`config.mk`:
```
export PLATFORM = sky130hd
export DESIGN_NAME = arbitro_barramento
export DESIGN_NICKNAME = d
export VERILOG_FILES = /design/src/rtl/arbitro_barramento.sv
export SDC_FILE = /design/constraint.sdc
export NUM_CORES = 1
export LEC_CHECK = 0
export BUFFER_PORTS_ARGS = -buffer_cell sky130_fd_sc_hd__clkbuf_2
export CORE_MARGIN = 2
export CORE_UTILIZATION = 52
export CTS_CLUSTER_DIAMETER = 150
export CTS_CLUSTER_SIZE = 24
export DETAILED_ROUTE_END_ITERATION = 10
export PLACE_DENSITY_LB_ADDON = 0.3
export SYNTH_ARGS = -nofsm -noshare
export SYNTH_HDL_FRONTEND = slang
export SYNTH_SLANG_ARGS = --single-unit
```
`constraint.sdc`:
```
create_clock -name clock -period 1.7 [get_ports clock]
set_clock_uncertainty 0.05 [all_clocks]
set_input_delay 0.085 -clock clock [delete_from_list [all_inputs] [get_ports clock]]
set_output_delay 0.085 -clock clock [all_outputs]
set_load 0.01 [all_outputs]
```
`src/rtl/arbitro_barramento.sv`:
```
// Round-robin arbiter/sequencer for the shared bidirectional Data bus.
// Optional ownership timeout enabled by defining ARBITRO_TIMEOUT_EN.
module arbitro_barramento #(
    parameter int NUM_MESTRES = 4,
    parameter int MAX_POSSE   = 8
) (
    input  logic                   clock,
    input  logic                   reset_n,
    input  logic [NUM_MESTRES-1:0] req,
    input  logic [NUM_MESTRES-1:0] dir,
    output logic [NUM_MESTRES-1:0] gnt,
    output logic [NUM_MESTRES-1:0] drv_en,
    output logic                   io,
    output logic                   ocupado,
    output logic                   fim
);

    localparam int IW = $clog2(NUM_MESTRES);
    localparam logic [NUM_MESTRES-1:0] UM = NUM_MESTRES'(1);

    if (NUM_MESTRES < 2 || NUM_MESTRES > 8 || MAX_POSSE < 1) begin : g_param_invalido
        $error("arbitro_barramento: invalid NUM_MESTRES or MAX_POSSE");
    end

    typedef enum logic [1:0] {LIVRE, VIRADA, POSSE} estado_t;

    estado_t       estado;
    logic [IW-1:0] vencedor;
    logic [IW-1:0] ponteiro;
    logic [IW-1:0] escolhido;
    logic          dir_lat;
    logic          estouro;

`ifdef ARBITRO_TIMEOUT_EN
    localparam int CW = $clog2(MAX_POSSE + 1);
    logic [CW-1:0] contador;
    // Revoke on the last allowed cycle so ownership is exactly MAX_POSSE cycles.
    assign estouro = (contador == CW'(MAX_POSSE - 1));
`else
    assign estouro = 1'b0;
`endif

    // First requester at or after ponteiro, with wrap-around.
    always_comb begin
        int            idx;
        logic [IW-1:0] idx_v;
        logic          achou;
        escolhido = ponteiro;
        achou     = 1'b0;
        idx       = 0;
        idx_v     = '0;
        for (int i = 0; i < NUM_MESTRES; i++) begin
            idx = int'(ponteiro) + i;
            if (idx >= NUM_MESTRES) idx = idx - NUM_MESTRES;
            idx_v = IW'(idx);
            if (!achou && req[idx_v]) begin
                escolhido = idx_v;
                achou     = 1'b1;
            end
        end
    end

    always_ff @(posedge clock or negedge reset_n) begin
        if (!reset_n) begin
            estado   <= LIVRE;
            vencedor <= '0;
            ponteiro <= '0;
            dir_lat  <= 1'b0;
            gnt      <= '0;
            drv_en   <= '0;
            io       <= 1'b1;
            ocupado  <= 1'b0;
            fim      <= 1'b0;
`ifdef ARBITRO_TIMEOUT_EN
            contador <= '0;
`endif
        end else begin
            fim <= 1'b0;
            case (estado)
                LIVRE: begin
                    if (|req) begin
                        vencedor <= escolhido;
                        dir_lat  <= dir[escolhido];
                        ocupado  <= 1'b1;
                        estado   <= VIRADA;
                    end
                end
                VIRADA: begin
                    // Dead cycle is over: the owner's driver may turn on now.
                    estado   <= POSSE;
                    ponteiro <= (vencedor == IW'(NUM_MESTRES - 1)) ? '0 : vencedor + 1'b1;
                    gnt      <= UM << vencedor;
                    drv_en   <= dir_lat ? (UM << vencedor) : '0;
                    io       <= dir_lat;
`ifdef ARBITRO_TIMEOUT_EN
                    contador <= '0;
`endif
                end
                POSSE: begin
                    if (!req[vencedor] || estouro) begin
                        estado  <= LIVRE;
                        gnt     <= '0;
                        drv_en  <= '0;
                        io      <= 1'b1;
                        ocupado <= 1'b0;
                        fim     <= 1'b1;
                    end
`ifdef ARBITRO_TIMEOUT_EN
                    else if (contador != CW'(MAX_POSSE)) begin
                        contador <= contador + 1'b1;
                    end
`endif
                end
                default: estado <= LIVRE;
            endcase
        end
    end

endmodule

```
==> metrics.csv <==
metric,value,unit
endpoint class of the critical path,flip-flop,
Worst R2R Setup Slack,0.12,ns
data required time at the worst endpoint,1.87,ns
register area share after synthesis,0.4807,
upper clock frequency limit,631.4,MHz
Routed WL per cell,12.95,microns
number of max-slew violations in the final report,0,
cell count after synthesis,98,
clock latency reported for the late side of the worst-skew pair,0.30,ns
global placement routability congestion,0.8227,
startpoint of the lowest-slack register-to-register path,ponteiro[1],
number of design-rule violations left by the first detailed-router iteration,21,
DR vias/cell,5.240,
Final Core Density,0.6718,
Final Routed Wirelength,1942,microns
fraction of synthesized cell area taken by the top area cell type,0.4527,
die boundary width,46.51,microns
end point of the worst hold path,dir_lat,
clk slew on worst S/H paths,0.11,ns
setup repair after global routing missed its margin,false,
via count,786,
post-layout net count,140,
ant diodes,0,
largest area contributor in the netlist,sky130_fd_sc_hd__dfrtp_1,
final cycle utilization of the critical path,0.9316,
H-tree depth,1,
number of antenna-violating nets in the routed design,0,
pin count of the biggest net entering global routing,19,
Syn Std Cell Area,939.7,sq um
depth of the worst register-to-register path,5,
number of sinks on the clock net,18,
origin of the worst min-delay path,dir[1],
reported leakage power,0.5690,nW
r2r endpoint,dir_lat,
die boundary height,46.51,microns
number of synthesized flops with an enable pin,0,
Hold Crit Class,input port to flip-flop,
post-layout min period,1.584,ns
PnR worst setup slack,0.1162,ns
clock buffer depth,2,
number of instances on the worst hold path,3,
number of setup violations in the final report,0,
number of gates resized after cts,0,
"flops & latches, synth",18,
Clock Root Buffer,sky130_fd_sc_hd__clkbuf_4,
"Area growth, synth to finish",22.10,%
crit path max fanout,10,
most common cell in the netlist,sky130_fd_sc_hd__nand2_1,
core outline area,0.001708,sq mm
Synth async-reset ratio,1.000,
number of distinct library cell variants in the gate-level netlist after synthesis,30,
number of nets produced by synthesis,112,
relative slew slack,0.7027,
clock tree from TritonCTS,yes,
first-pass GRT wire length,3146,microns
starting density of the core,0.5502,
transition time at the pin with the least slew margin,0.4459,ns
number of antenna violations at the first check in global routing,0,
most common flop cell mapped by yosys,sky130_fd_sc_hd__dfrtp_1,
fraction of layout instances using a drive strength above 1,0.2800,
hold violation total from the final report,0,
Worst Setup Path Type,flip-flop to flip-flop,
Fin Setup TNS,0,ns
drt pass-1 iters,4,
worst hold slack,0.06540,ns
startpoint types,flip-flop,
overall fraction of global-route tracks in use,0.2048,
power density over the cells,1662,mW/mm^2
Commonest cells post-synth,"20 x sky130_fd_sc_hd__nand2_1, 17 x sky130_fd_sc_hd__dfrtp_1, 10 x sky130_fd_sc_hd__o21ai_0",
data arrival time of the worst path,1.75,ns
vias in the first global route,735,
average cell area after synthesis,9.588,sq um
pre-CTS worst setup slack,0.1318,ns
number of inserted filler cells in the final layout,153,
I/O pin count,21,
overflow left after global routing,0,
Die Outline Area,0.002163,sq mm
Setup Buffers After CTS,0,
Total Power Consumption,1.907,mW
"Warnings, synthesis",0,
reported max-cap violation count,0,
DRC violation count after routing,0,
result of the run,"finished, final reports clean",
dpl hpwl,1440,microns
largest voltage drop on the vdd net,0.9055,mV
clock buffers created by TritonCTS,3,
cell row count,15,
# port buffers,20,
dominant cells by area after synthesis,"sky130_fd_sc_hd__dfrtp_1 45%, sky130_fd_sc_hd__nand2_1 8.0%, sky130_fd_sc_hd__ha_1 5.3%, sky130_fd_sc_hd__o21ai_0 5.3%, sky130_fd_sc_hd__nand2b_1 4.0%",
## logic make-up after synthesis
group                      Yosys count  synth area share
and+or+nand+nor                     42            0.2264
AOI/OAI and AO/OA                   22            0.1558
DFF                                 18            0.4807
buffers and inverters                9           0.03862
adders and majority gates            4           0.05326
muxes                                3           0.04527
## state kept, by name (all words and copies together), names as in the netlist
register / cells
dir_lat: 1
drv_en: 4
estado: 2
fim: 1
gnt: 4
io: 1
ocupado: 1
ponteiro: 2
vencedor: 2
## critical path, stage by stage, from the launching register on
cell and delay [ns]:
sky130_fd_sc_hd__dfrtp_1 0.50, sky130_fd_sc_hd__a21bo_2 0.18, sky130_fd_sc_hd__a21oi_1 0.06, sky130_fd_sc_hd__a211o_1 0.28, sky130_fd_sc_hd__o21ba_1 0.20, sky130_fd_sc_hd__a221oi_2 0.24
## layout make-up
| cell class | instances | area (sq um) | share of cell area |
|---|---|---|---|
| sequential | 18 | 451.7 | 0.3937 |
| multi-input combinational | 71 | 451.7 | 0.3937 |
| timing repair buffer | 27 | 157.7 | 0.1374 |
| clock buffer | 4 | 36.28 | 0.03162 |
| tap | 25 | 31.28 | 0.02726 |
| inverter | 5 | 18.77 | 0.01636 |
## routing by layer
| layer | vias to the layer above | GRT usage | wire length [microns] |
|---|---|---|---|
| met1 | 382 | 0.2626 | 868 |
| met2 | 14 | 0.3583 | 1004 |
| li1 | 388 | - | - |
| met5 | - | 0 | 0 |
| met3 | 2 | 0.02745 | 55 |
| met4 | 0 | 0.05714 | 14 |
## per-stage QoR
stage,instances,area (sq um)
3_5_place_dp,144,1091
3_3_place_gp,144,1091
4_1_cts,150,1147
2_1_floorplan,98,939.7
5_1_grt,150,1147
6_report,150,1147
## layout by cell type (no fill, tap or decap), drive strengths merged, types with 2 or more instances in the layout
master	netlist	layout
nor3	2	2
nand2b	6	6
mux2i	2	2
inv	5	5
dlygate4sd3	0	2
dfrtp	17	17
o21ai	10	10
a21oi	4	4
nand2	20	20
nor2	3	3
buf	2	5
clkbuf	2	24
nand3b	2	2
ha	4	4
nand3	4	4
## how the worst max path moves through the flow
stage	startpoint	to	slack (ns)
final	ponteiro[1]	dir_lat	0.12
after global routing	ponteiro[1]	dir_lat	0.02
after CTS	ponteiro[1]	dir_lat	0.11
after detailed placement	ponteiro[1]	dir_lat	0.13
after global placement	ponteiro[1]	dir_lat	0.20
after floorplan	vencedor[0]	drv_en[0]	0.18
## what timing repair did
action / CTS / global route
endpoints found under the hold margin: 18 / 0
endpoints found under the setup margin: 0 / 0
hold buffers: 2 / 0
## report_power, final
group	internal [mW]	switching [mW]	total (mW)
logic	0.404	0.474	0.878
clock network	0.131	0.138	0.269
registers	0.610	0.149	0.760
total	1.14	0.762	1.91
Power figures use the tool's default switching activity.
